`src/rtl/cpu_pkg.sv`:
```
// Shared datapath constants: word width, input-port depth and the BusMux source encoding.
// Imported by the InPort block and the Datapath bus multiplexer.
package cpu_pkg;

    localparam int WORD_W       = 32;
    localparam int INPORT_DEPTH = 2;

    typedef enum logic [2:0] {
        BUS_SEL_REG    = 3'd0,
        BUS_SEL_HI     = 3'd1,
        BUS_SEL_LO     = 3'd2,
        BUS_SEL_ZHI    = 3'd3,
        BUS_SEL_ZLO    = 3'd4,
        BUS_SEL_PC     = 3'd5,
        BUS_SEL_MDR    = 3'd6,
        BUS_SEL_INPORT = 3'd7
    } bus_sel_t;

    localparam bus_sel_t INPORT_BUS_SEL = BUS_SEL_INPORT;

endpackage

```
`src/rtl/inport_unit_if.sv`:
```
// Bundle between the external producer/datapath (master) and the InPort block (slave).
interface inport_unit_if
    import cpu_pkg::*;
#(
    parameter int WIDTH = WORD_W
);
    logic [WIDTH-1:0] ext_data;
    logic             ext_valid;
    logic             ext_ready;
    logic             In_out;
    logic [WIDTH-1:0] In_data_out;
    logic             in_avail;
    logic             in_underrun;
    logic             err_clr;

    modport master (
        output ext_data, ext_valid, In_out, err_clr,
        input  ext_ready, In_data_out, in_avail, in_underrun
    );

    modport slave (
        input  ext_data, ext_valid, In_out, err_clr,
        output ext_ready, In_data_out, in_avail, in_underrun
    );

endinterface

```
`src/rtl/inport_fifo.sv`:
```
// Circular word buffer with push/pop/full/empty; the head is readable combinationally.
// Push and pop take effect on the clock edge; a push while full or a pop while empty is ignored.
module inport_fifo
    import cpu_pkg::*;
#(
    parameter int WIDTH = WORD_W,
    parameter int DEPTH = INPORT_DEPTH
) (
    input  logic             clk,
    input  logic             clr,
    input  logic             i_push,
    input  logic             i_pop,
    input  logic [WIDTH-1:0] i_wdat,
    output logic [WIDTH-1:0] o_rdat,
    output logic             o_full,
    output logic             o_empty
);
    localparam int PW = (DEPTH > 1) ? $clog2(DEPTH) : 1;
    localparam int CW = $clog2(DEPTH + 1);

    logic [WIDTH-1:0] r_mem [DEPTH];
    logic [PW-1:0]    r_wr_ptr;
    logic [PW-1:0]    r_rd_ptr;
    logic [CW-1:0]    r_count;
    logic             w_do_push;
    logic             w_do_pop;

    assign o_full    = (r_count == CW'(DEPTH));
    assign o_empty   = (r_count == '0);
    assign w_do_push = i_push & ~o_full;
    assign w_do_pop  = i_pop & ~o_empty;
    assign o_rdat    = r_mem[r_rd_ptr];

    always_ff @(posedge clk or posedge clr) begin
        if (clr) begin
            r_wr_ptr <= '0;
            r_rd_ptr <= '0;
            r_count  <= '0;
        end else begin
            if (w_do_push) r_wr_ptr <= r_wr_ptr + 1'b1;
            if (w_do_pop)  r_rd_ptr <= r_rd_ptr + 1'b1;
            case ({w_do_push, w_do_pop})
                2'b10:   r_count <= r_count + 1'b1;
                2'b01:   r_count <= r_count - 1'b1;
                default: r_count <= r_count;
            endcase
        end
    end

    // Storage carries no reset: only entries covered by r_count are ever observed.
    always_ff @(posedge clk) begin
        if (w_do_push) r_mem[r_wr_ptr] <= i_wdat;
    end

endmodule

```
`src/rtl/inport_unit.sv`:
```
// InPort peripheral: external valid/ready pushes into a FIFO, one pop per rising In_out strobe.
// Head shows combinationally in the first strobe cycle; ext_ready is low whenever the FIFO is full.
module inport_unit
    import cpu_pkg::*;
#(
    parameter int WIDTH = WORD_W,
    parameter int DEPTH = INPORT_DEPTH
) (
    input  logic          clk,
    input  logic          clr,
    inport_unit_if.slave  bus
);
    logic [WIDTH-1:0] w_head;
    logic             w_full;
    logic             w_empty;
    logic             w_rise;
    logic             w_push;
    logic             w_pop;
    logic             r_in_out_d;
    logic [WIDTH-1:0] r_hold_q;
    logic             r_underrun;

    assign w_rise = bus.In_out & ~r_in_out_d;
    assign w_push = bus.ext_valid & ~w_full;
    assign w_pop  = w_rise & ~w_empty;

    inport_fifo #(
        .WIDTH (WIDTH),
        .DEPTH (DEPTH)
    ) u_fifo (
        .clk     (clk),
        .clr     (clr),
        .i_push  (w_push),
        .i_pop   (w_pop),
        .i_wdat  (bus.ext_data),
        .o_rdat  (w_head),
        .o_full  (w_full),
        .o_empty (w_empty)
    );

    always_ff @(posedge clk or posedge clr) begin
        if (clr) begin
            r_in_out_d <= 1'b0;
            r_hold_q   <= '0;
            r_underrun <= 1'b0;
        end else begin
            r_in_out_d <= bus.In_out;
            if (w_pop) r_hold_q <= w_head;
            // A fresh underrun outranks a coincident clear.
            if (w_rise & w_empty)  r_underrun <= 1'b1;
            else if (bus.err_clr)  r_underrun <= 1'b0;
        end
    end

    // While a strobe is held the bus keeps the popped word rather than the next entry.
    assign bus.In_data_out = (~r_in_out_d & ~w_empty) ? w_head : r_hold_q;
    assign bus.ext_ready   = ~w_full;
    assign bus.in_avail    = ~w_empty;
    assign bus.in_underrun = r_underrun;

endmodule

```
`src/flat_wrapper.sv`:
```
// flat-port wrapper written by rule: the top's interface ports become plain ports
module inport_unit_flat import cpu_pkg::*;
#(
    parameter int WIDTH = WORD_W,
    parameter int DEPTH = INPORT_DEPTH
)
  (clk, clr, bus_ext_data, bus_ext_valid, bus_In_out, bus_err_clr, bus_ext_ready, bus_In_data_out, bus_in_avail, bus_in_underrun);
  inport_unit_if #(.WIDTH(WIDTH)) bus_i ();
  input  logic clk;
  input  logic clr;
  input wire logic [$bits(bus_i.ext_data)-1:0] bus_ext_data;
  input wire logic [$bits(bus_i.ext_valid)-1:0] bus_ext_valid;
  input wire logic [$bits(bus_i.In_out)-1:0] bus_In_out;
  input wire logic [$bits(bus_i.err_clr)-1:0] bus_err_clr;
  output wire logic [$bits(bus_i.ext_ready)-1:0] bus_ext_ready;
  output wire logic [$bits(bus_i.In_data_out)-1:0] bus_In_data_out;
  output wire logic [$bits(bus_i.in_avail)-1:0] bus_in_avail;
  output wire logic [$bits(bus_i.in_underrun)-1:0] bus_in_underrun;
  assign bus_i.ext_data = bus_ext_data;
  assign bus_i.ext_valid = bus_ext_valid;
  assign bus_i.In_out = bus_In_out;
  assign bus_i.err_clr = bus_err_clr;
  assign bus_ext_ready = bus_i.ext_ready;
  assign bus_In_data_out = bus_i.In_data_out;
  assign bus_in_avail = bus_i.in_avail;
  assign bus_in_underrun = bus_i.in_underrun;
  inport_unit #(.WIDTH(WIDTH), .DEPTH(DEPTH)) u_core (.clk(clk), .clr(clr), .bus(bus_i));
endmodule
```
`config.mk`:
```
export PLATFORM = sky130hd
export DESIGN_NAME = inport_unit_flat
export DESIGN_NICKNAME = d
export VERILOG_FILES = /design/src/rtl/cpu_pkg.sv /design/src/rtl/inport_unit_if.sv /design/src/rtl/inport_fifo.sv /design/src/rtl/inport_unit.sv /design/src/flat_wrapper.sv
export SDC_FILE = /design/constraint.sdc
export NUM_CORES = 1
export LEC_CHECK = 0
export CAP_MARGIN = 10
export CORE_MARGIN = 2
export CORE_UTILIZATION = 44
export CTS_CLUSTER_SIZE = 30
export DETAILED_ROUTE_END_ITERATION = 8
export HOLD_SLACK_MARGIN = 0.15
export PLACE_DENSITY = 0.77
export SLEW_MARGIN = 20
export SYNTH_ARGS = -nofsm -noshare
export SYNTH_HDL_FRONTEND = slang
export SYNTH_SLANG_ARGS = --single-unit
```
`constraint.sdc`:
```
create_clock -name clk -period 5 [get_ports clk]
set_input_delay 0.75 -clock clk [delete_from_list [all_inputs] [get_ports clk]]
set_output_delay 0.75 -clock clk [all_outputs]
set_load 0.01 [all_outputs]
```
* After elaboration in Yosys (flattened, before gate mapping)
Memories as Yosys holds them, arrays and structs flattened. Cells that the tools add are included.
Operators by class: add/sub/neg operators 4, equal/unequal tests 3, mux-type cells 6, bitwise logic cells 10, reductions and logical operators 3
Operator list (count):
- $mux W32 | 1
- $and A1 B1 Y1 | 7
- $eq A2 B2 Y1 const B | 2
- $mux W1 | 4
- $pmux W2 S2 | 1
- $reduce_bool A2 Y1 | 2
- $not A1 Y1 | 3
- $add A1 B1 Y1 const B | 2
- $add A2 B1 Y2 const B | 1
- $eq A2 B1 Y1 const B | 1
- $logic_not A2 Y1 | 1
- $sub A2 B1 Y2 const B | 1
Storage, ports and cells: bits in registers 38, memory bits (writable) 64, logic and storage cells 33, memories 1
Memories:
- u_core.u_fifo.r_mem | depth 2, width 32, rd ports 1, clocked after Yosys merged registers in 0, wr ports 1, RTL line inport_fifo.sv:21 | logic [WIDTH-1:0] r_mem [DEPTH];

* Logic depth before layout (Yosys ltp)
Gate-level depths: netlist of the first run.
depth in word-level cells 6, depth in mapped cells 8, depth with buffers taken out 6

* Modules after synthesis
From an unflattened synthesis of the first run, not the netlist that was laid out.
Second synthesis, totals: cell total of the unflattened synthesis 232, area, all modules 4332.9 um^2
By module, submodules not included:
- inport_fifo | instances 1, cells each 119, area each 2662.6 um^2
- inport_unit | instances 1, cells each 113, area each 1670.4 um^2

* Least setup slack after synthesis of the first run
OpenSTA, ideal clock, no wires.
path kind input to register, from in bus_ext_valid, to mem u_core.u_fifo.r_mem[0][0] (netlist bit), enable pin, data arrival time 2.201 ns, required time 4.579 ns, slack 2.378 ns, stages on the path 2, path buffers 0, cell sequence nand2_1 nor2_1
Between the ends: cells in the longest elaborated chain, start to end 4
Ends and longest elaborated chain:
- start: declaration | RTL line flat_wrapper.sv:12 | input wire logic [$bits(bus_i.ext_valid)-1:0] bus_ext_valid;
- $and A1 B1 Y1 | RTL line inport_unit.sv:24 | assign w_push = bus.ext_valid & ~w_full;
- $and A1 B1 Y1 | RTL line inport_fifo.sv:30 | assign w_do_push = i_push & ~o_full;
- $mux W1 | RTL line inport_fifo.sv:52 | if (w_do_push) r_mem[r_wr_ptr] <= i_wdat;
- $mux W1 (not written as such) | RTL line inport_fifo.sv:52
- end: declaration | RTL line inport_fifo.sv:21
No other way between the ends.

* Final worst setup path of the first run
from reg u_core.u_fifo.r_rd_ptr, to out bus_In_data_out[8]
Between the ends: cells in the longest elaborated chain, start to end 2
Ends and longest elaborated chain:
- start: declaration | RTL line inport_fifo.sv:23 | logic [PW-1:0] r_rd_ptr;
- start signal: assignment | RTL line inport_fifo.sv:41 | if (w_do_pop) r_rd_ptr <= r_rd_ptr + 1'b1;
- $mem_v2 Z2 W32
- $mux W32 | RTL line inport_unit.sv:56 | assign bus.In_data_out = (~r_in_out_d & ~w_empty) ? w_head : r_hold_q;
- end: declaration | RTL line flat_wrapper.sv:16 | output wire logic [$bits(bus_i.In_data_out)-1:0] bus_In_data_out;
No other way between the ends.

==> results.yml, run 1 <==
synthesis:
  synth-xor-area-share_pct: 1.05
  netlist.area_leader.share_pct: 45.9
  synthDistinctLibCells: 23
  netlist.top_cell.by_area: "sky130_fd_sc_hd__edfxtp_1"
  synth_enable_flop_cells: 64
  synthesis.nets: 306
  post-synth-top-count-cell: "sky130_fd_sc_hd__edfxtp_1"
  post_synth_and_or_nand_nor_area_fraction_pct: 2.99
  synth.area.mux_share_pct: 16.9
  synthesis.area_per_instance_um2: 15.6
  ys_async_sr_fraction_pct: 37.3
  dominant_combinational_cell_family_by_area_after_synthesis: "multiplexers"
  yosys_register_bits: 102
  netlist_area_mm2: 0.00419
  dominantRegCellSynth: "sky130_fd_sc_hd__edfxtp_1"
  synth_top_cells_by_count: "64 x sky130_fd_sc_hd__edfxtp_1, 38 x sky130_fd_sc_hd__dfrtp_1, 37 x sky130_fd_sc_hd__mux2_2, 34 x sky130_fd_sc_hd__o21ai_0, 18 x sky130_fd_sc_hd__nand2_1"
  synth-adder-area-share_pct: 0.299
  ys_top_cells_by_area: "sky130_fd_sc_hd__edfxtp_1 46%, sky130_fd_sc_hd__dfrtp_1 23%, sky130_fd_sc_hd__mux2_2 9.9%"
  synth.yosys.seq_area_share_pct: 68.6
  post_synth_inst_count: 268
  synthesized_area_fraction_occupied_by_ao_oa_aoi_and_oai_cells_pct: 7.44
  ys_warn_count: 0
sta:
  worst_pin_slew_ps: 1030
  fin_tns_setup_ps: 0
  final.setup.worst_slack_ps: 1670
  finalCriticalPeriod_ps: 3330
  fmaxAchievable_mhz: 300
  hold_viol_final: 0
  finClkSkew_ps: 18.7
  finalMaxSlewViolations: 0
  grt_setup_unrepaired: "no"
  period_share_pct: 66.6
  maxSlewHeadroom_pct: 31.5
  setup_viol: 0
clocking:
  cts_num_sinks: 102
  clockRootBuffer: "sky130_fd_sc_hd__clkbuf_8"
  cts_tree: "built"
  cts-root-to-sink-buffers: 2
  holdBufCountCts: 0
  clkSlewWorstSetupHoldPaths_ps: 100
  post_cts_sizing: 0
  htree_num_levels: 3
  numCtsBuffers: 9
  clock_latency_ps: 370
  setup_fix_bufs_post_cts: 0
setup_path:
  timing.critical_path.mode_cell: "sky130_fd_sc_hd__mux2_2"
  worst-setup-path-type: "reg -> out"
  r2r_slack_ps: 2890
  worstSetupEndpointType: "output pin"
  critical_path_buf_inv_count: 1
  origin_of_the_worst_setup_path: "u_core.u_fifo.r_rd_ptr$_DFFE_PP0P_"
  cp_slowest_stage_delay_ps: 1030
  critical_path_arrival_ps: 2580
  highest_delay_cell_along_the_critical_path: "sky130_fd_sc_hd__dfrtp_2"
  timing.critical_path.cells: "mux2_2 > mux2_2 > clkdlybuf4s50_1"
  worstReg2RegEnd: "u_core.u_fifo.r_count[1]$_DFFE_PP0P_"
  worst-path-max-fanout: 33
  cp_data_required_time_ps: 4250
  reg2regPathDepth: 6
  critPathLaunchType: "register"
  worst_r2r_startpoint: "u_core.u_fifo.r_count[1]$_DFFE_PP0P_"
  timing.critical_path.max_delay_family: "flip-flops"
hold_path:
  hold_crit_endpoint: "u_core.r_hold_q[3]$_DFFE_PP0P_"
  hp-start: "u_core.r_hold_q[3]$_DFFE_PP0P_"
  hold_crit_path_type: "reg -> reg"
  timing.hold.worst_path_depth: 2
grt:
  grt_usage_pct: 15.3
  grt_start_max_net_pins: 50
  global_route.overflow_total: 0
  number_of_global_route_vias_before_repair: 2417
  grt_first_pass_wirelength_um: 11900
  antenna_found_initial: 0
die:
  height_of_the_die_um: 102
  core-area_mm2: 0.00924
  die_width_um: 102
  std_cell_rows: 35
  dieArea_mm2: 0.0103
  pin_count: 72
  initial_core_util_pct: 45.3
cells_and_area:
  postLayoutCoreUtil_pct: 56.2
  syn_to_final_growth_pct: 23.9
  num_antenna_cells: 0
  layout-drive-gt1-share_pct: 20.3
  layout_net_count: 373
drt:
  final_antenna_net_count: 0
  drt_first_iter_violations: 126
  via_count: 2379
  drt-wirelength-per-cell_um: 16.4
  first_pass_iters: 4
  drc: 0
  finalWirelength_um: 7700
  number_of_vias_per_cell_after_detailed_routing: 5.07
power:
  fin_total_pwr_mw: 3.04
  vdd_ir_drop_max_mv: 0.254
  p_leak_nw: 1.91
  p_per_area_mw_per_mm2: 585
place:
  detailedPlace.worstSlack_ps: 1900
  placement.io_buffers: 71
  globalplace.congestion: 0.714
  detailedPlacementHpwl_um: 4540
status:
  status: "finished clean"
flow_run:
  timing.max_cap.violations: 0
[power by group]
group / leakage, nW / internal [mW] / total, mW / switching, mW
sequential: 1.05 / 1.19 / 1.37 / 0.180
combinational: 0.773 / 0.662 / 1.18 / 0.523
clock: 0.0890 / 0.190 / 0.488 / 0.298
total: 1.91 / 2.04 / 3.04 / 1.00
[cell families after synthesis]
| group | Yosys count |
|---|---|
| flip-flops | 102 |
| buffers and inverters | 20 |
| XOR/XNOR | 5 |
| AO/OA/AOI/OAI | 53 |
| AND/OR/NAND/NOR | 25 |
| multiplexers | 62 |
| adder cells (fa/ha/maj) | 1 |
[cell usage in the layout (no fill, tap or decap), types with 2 or more instances in the layout]
master,Yosys,layout
sky130_fd_sc_hd__nor2_4,1,2
sky130_fd_sc_hd__xnor2_1,3,3
sky130_fd_sc_hd__dfrtp_1,38,37
sky130_fd_sc_hd__edfxtp_1,64,64
sky130_fd_sc_hd__nand2b_1,2,2
sky130_fd_sc_hd__clkinv_4,0,3
sky130_fd_sc_hd__o21ai_0,34,34
sky130_fd_sc_hd__mux2i_1,17,17
sky130_fd_sc_hd__inv_1,3,2
sky130_fd_sc_hd__clkdlybuf4s50_1,0,71
sky130_fd_sc_hd__mux2_2,37,37
sky130_fd_sc_hd__mux2_4,8,8
sky130_fd_sc_hd__clkbuf_8,0,9
sky130_fd_sc_hd__nand2_1,18,18
sky130_fd_sc_hd__xor2_1,2,2
sky130_fd_sc_hd__o31ai_1,17,17
[registers in the layout, indices dropped and copies added, names as in the netlist]
name,flops
u_core.u_fifo.r_wr_ptr,1
u_core.r_in_out_d,1
u_core.u_fifo.r_rd_ptr,1
u_core.bus.in_underrun,1
u_core.r_hold_q,32
u_core.u_fifo.r_mem,64
u_core.u_fifo.r_count,2
[metal layers]
| layer | global-route usage, % | wire (µm) |
|---|---|---|
| met4 | 6.24 | 75 |
| met5 | 0 | 0 |
| met1 | 19.3 | 3350 |
| met2 | 26.0 | 3990 |
| met3 | 2.83 | 278 |
[how the worst max path moves through the flow]
| stage | end | slack [ps] | cells past startpoint |
|---|---|---|---|
| floorplan | u_core.u_fifo.r_mem[0][0]$_DFFE_PP_ | 2380 | 2 |
| global placement | bus_In_data_out[7] | 1990 | 3 |
| detailed placement | bus_In_data_out[24] | 1900 | 4 |
| CTS | bus_In_data_out[24] | 1480 | 4 |
| global route | bus_In_data_out[8] | 1580 | 3 |
| finish | bus_In_data_out[8] | 1670 | 3 |
[metrics by stage]
step / hold slack [ps] / cell area (µm²) / instances
global route: 533 / 5190 / 469
floorplan: 460 / 4190 / 268
global placement: 483 / 4980 / 452
CTS: 519 / 5170 / 468
finish: 517 / 5190 / 469
detailed placement: 491 / 4980 / 452
[tightest hold or removal path: stages (launching register included)]
cell                      delay, ps
sky130_fd_sc_hd__dfrtp_1        350
sky130_fd_sc_hd__o21ai_0         80
sky130_fd_sc_hd__o31ai_1         60
[area by class of cell]
class | instances | area [µm²]
fillers | 778 | 4050
flip-flops and latches | 102 | 2870
clock inverters | 6 | 53.8
multi-input cells | 146 | 1220
inverters | 3 | 11.3
well taps | 129 | 161
repair buffers | 73 | 746
clock buffers | 10 | 128
Power figures use the tool's default switching activity.
==> run 2, diff against run 1 <==
PLACE_DENSITY = 0.8   (was 0.77)
clock period = 2.8 ns   (was 5 ns; I/O delays follow)
==> results.yml, run 2 (same netlist as run 1, synthesis figures left out) <==
setup_path:
  timing.critical_path.cells: "buf_4 > mux2_2 > mux2_2 > clkdlybuf4s50_1"
  timing.critical_path.max_delay_family: "buffers and inverters"
  origin_of_the_worst_setup_path: "u_core.u_fifo.r_rd_ptr$_DFFE_PP0P_"
  timing.critical_path.mode_cell: "sky130_fd_sc_hd__mux2_2"
  highest_delay_cell_along_the_critical_path: "sky130_fd_sc_hd__dfrtp_2"
  worst_r2r_startpoint: "u_core.u_fifo.r_count[0]$_DFFE_PP0P_"
  cp_slowest_stage_delay_ps: 550
  worst-setup-path-type: "reg -> out"
  critical_path_buf_inv_count: 2
  worst-path-max-fanout: 10
  r2r_slack_ps: 920
  critPathLaunchType: "register"
  critical_path_arrival_ps: 2280
  worstSetupEndpointType: "output pin"
  cp_data_required_time_ps: 2380
status:
  status: "finished clean"
sta:
  fmaxAchievable_mhz: 371
  finalMaxSlewViolations: 0
  setup_viol: 0
  maxSlewHeadroom_pct: 63.6
  final.hold.worst_slack_ps: 371
  hold_viol_final: 0
  finClkSkew_ps: 17.3
  grt_setup_unrepaired: "no"
  period_share_pct: 96.3
  fin_tns_setup_ps: 0
  worst_pin_slew_ps: 545
  finalCriticalPeriod_ps: 2700
power:
  p_comb_share_pct: 41.9
  p_leak_nw: 1.98
  power_switching_mw: 1.80
  p_per_area_mw_per_mm2: 1040
  sequential_cell_fraction_of_total_power_pct: 42.9
  p_clk_share_pct: 15.2
  vdd_ir_drop_max_mv: 0.637
  sw_share_pct: 32.7
  internal_power_mw: 3.71
place:
  detailedPlacementHpwl_um: 5320
  globalplace.congestion: 0.775
  post_place_instance_area_mm2: 0.00508
  placement.io_buffers: 71
clocking:
  holdBufCountCts: 0
  cts-root-to-sink-buffers: 2
  clockRootBuffer: "sky130_fd_sc_hd__clkbuf_8"
  cts_tree: "built"
  htree_num_levels: 3
  clock_latency_ps: 360
  clkSlewWorstSetupHoldPaths_ps: 110
  cts_num_sinks: 102
  numCtsBuffers: 9
grt:
  grt_start_max_net_pins: 41
  grt_first_pass_wirelength_um: 12300
  global_route.overflow_total: 0
  grt-busiest-layer: "met2"
  globalRouteMet1Util_pct: 19.7
  grt_use_met2_pct: 27.4
  antenna_found_initial: 0
  grt_usage_pct: 15.8
  number_of_global_route_vias_before_repair: 2508
  grt_util_met3_pct: 2.69
die:
  pin_count: 72
  dieArea_mm2: 0.0103
  core-area_mm2: 0.00924
  die_width_um: 102
  height_of_the_die_um: 102
  std_cell_rows: 35
  initial_core_util_pct: 45.3
cells_and_area:
  syn_to_final_growth_pct: 26.4
  layout_net_count: 386
  top_regs: "u_core.u_fifo.r_mem x64, u_core.r_hold_q x32, u_core.u_fifo.r_count x2"
  max_flop_register: "u_core.u_fifo.r_mem"
  num_antenna_cells: 0
  largest_reg_flops: 64
  mostFrequentLayoutCell: "sky130_fd_sc_hd__clkdlybuf4s50_1"
  finalInstanceArea_mm2: 0.00530
  layout-drive-gt1-share_pct: 23.5
  commonest_non_fill_non_tap_cells_in_the_layout: "71 x sky130_fd_sc_hd__clkdlybuf4s50_1, 64 x sky130_fd_sc_hd__edfxtp_1, 37 x sky130_fd_sc_hd__mux2_2, 37 x sky130_fd_sc_hd__dfrtp_1, 34 x sky130_fd_sc_hd__o21ai_0"
flow_run:
  timing.max_cap.violations: 0
drt:
  finalWirelength_um: 7750
  drt_first_iter_violations: 155
  drc: 0
  first_pass_iters: 4
  via_count: 2424
  drt-wirelength-per-cell_um: 16.1
  final_antenna_net_count: 0
  number_of_vias_per_cell_after_detailed_routing: 5.03
hold_path:
  hold_crit_path_type: "in -> async"
-- run 2: cell count changes in the layout (fill, tap and decap cells not counted), sizes merged --
cell	change
buf	+13
clkbuf	-1
clkinv	+1
-- run 2: area by class of cell --
type / instances / area, µm²
clock inverters: 7 / 56.3
multi-input cells: 146 / 1220
repair buffers: 86 / 848
inverters: 3 / 11.3
fillers: 759 / 3950
well taps: 129 / 161
clock buffers: 9 / 124
flip-flops and latches: 102 / 2870
-- run 2: path summary, 6_finish.rpt --
check,end,cells after the start
hold reg to reg,u_core.r_hold_q[19]$_DFFE_PP0P_,1
hold / removal,u_core.r_hold_q[15]$_DFFE_PP0P_,2
min in group clk,u_core.r_hold_q[19]$_DFFE_PP0P_,1
max in group asynchronous,u_core.r_hold_q[7]$_DFFE_PP0P_,3
setup reg to reg,u_core.u_fifo.r_mem[0][27]$_DFFE_PP_,4
setup / recovery,bus_In_data_out[31],4
-- run 2: timing repair --
item                       in CTS  in global routing
setup buffers                   0                  4
setup endpoints to repair       0                  2
gates resized for setup         0                  0
-- run 2: metal layers --
metal,routed length (µm),part of all wire (%)
met1,3240,42
met2,4050,52
met3,317,4.1
met4,139,1.8
met5,0,0
-- run 2: per-stage QoR --
stage               worst slack (ps)  util (%)  std cells  total power [mW]
floorplan                        241         -        268              3.69
global placement                 484      55.0        462              4.62
detailed placement               453      55.0        462              4.70
CTS                             59.7      57.0        478              5.54
global route                    30.0      57.3        482              5.84
finish                           102      57.3        482              5.51
-- run 2: power by group through the flow --
stage               sequential [mW]  combinational (mW)  clock, mW
finish                         2.36                2.31      0.838
global route                   2.42                2.51      0.914
CTS                            2.36                2.32      0.860
detailed placement             2.39                2.31          0
global placement               2.36                2.26          0
floorplan                      2.29                1.40          0
==> patch 1, RTL diff (settings of run 2) <==
Change the package constant `INPORT_DEPTH` from 2 to 4.
--- a/src/rtl/cpu_pkg.sv
+++ b/src/rtl/cpu_pkg.sv
@@ -5,3 +5,3 @@
     localparam int WORD_W       = 32;
-    localparam int INPORT_DEPTH = 2;
+    localparam int INPORT_DEPTH = 4;
 
Behaviour: not the same (Yosys sat finds a counterexample within 4 cycles, from zero or initial values).
==> patch 1 against run 2 <==
- wire length increased by 68%
- sequential cell count increased by 67
- via count increased by 35%
- cell count increased by 35%
- register-to-register slack got worse by 480 ps
- non-clock buffer count increased by 17
- worst setup slack got worse by 36 ps
- critical path type unchanged
- first-iteration DRC count increased by 63%
- design area increased by 65%
- largest cell class unchanged
- area after synthesis increased by 66%
- count of clock-buffer cells in the layout increased by 11
- power increased by 75%
- clock power increased to 2.8 times the old value
==> patch 1: results <==
metrics = {
    "power": {
        "combPwrFrac_pct": 37.4,
        "p_per_area_mw_per_mm2": 1110,
        "pwr-share-clk_pct": 24.3,
    },
    "sta": {
        "fin_crit_ps": 2730,
        "fin_hold_ws_ps": 305,
    },
    "layout": {
        "clkCellAreaFrac_pct": 6.85,
        "top_regs": "u_core.u_fifo.r_mem: 128 flops, u_core.r_hold_q: 32 flops, u_core.u_fifo.r_count: 3 flops",
        "register_area_mm2": 0.00487,
        "fill_cells": 1219,
        "buffers": 103,
        "seq_cells": 169,
    },
    "run_status": {
        "outcome": "finished, final reports clean",
    },
    "route": {
        "wl_met1_um": 5230,
        "drtIter0Drc": 252,
        "met2_length_um": 6970,
    },
    "global_route": {
        "grt_pass1_wl_um": 20000,
        "grt_usage_pct": 16.5,
        "grt_max_degree": 34,
        "met3_usage_pct": 5.00,
    },
    "logic_synthesis": {
        "synth_xor_xnor_area_share_pct": 0.754,
        "ys_seq_area_share_pct": 69.9,
        "yosys-top-cells-area": "edfxtp_1 (55%), dfrtp_1 (15%), mux2_4 (12%), mux4_2 (9.1%), mux4_1 (1.5%)",
        "avgSynthCellArea_um2": 22.1,
        "synth_mux_area_share_pct": 24.3,
    },
    "placed_design": {
        "gp_congestion": 0.670,
        "hpwl_um": 7660,
    },
    "critical_path": {
        "reg2reg_to": "u_core.u_fifo.r_count[2]",
        "arrival_ps": 2310,
    },
    "clocking": {
        "cts-htree-levels": 4,
        "cts_resized": 32,
        "cts.root.buffer_cell": "clkbuf_16",
    },
}
-- patch 1: changes by cell type after synthesis, moves of 16 or more --
cell             run 2  this run
mux2i_1             17         1
edfxtp_1            64       128
nand2_1             18         0
mux2_4               8        57
mux4_2               0        28
o21ai_0             34         0
mux2_2              37         5
o31ai_1             17         0
-- patch 1: worst max-delay path by stage --
| stage | start | endpoint |
|---|---|---|
| CTS | u_core.u_fifo.r_rd_ptr[0] | bus_In_data_out[0] |
| global route | u_core.u_fifo.r_rd_ptr[0] | bus_In_data_out[7] |
| finish | u_core.u_fifo.r_rd_ptr[0] | bus_In_data_out[0] |
| floorplan | u_core.u_fifo.r_count[1] | u_core.u_fifo.r_count[2] |
| detailed placement | u_core.u_fifo.r_count[1] | bus_In_data_out[17] |
| global placement | u_core.u_fifo.r_count[1] | bus_In_data_out[15] |
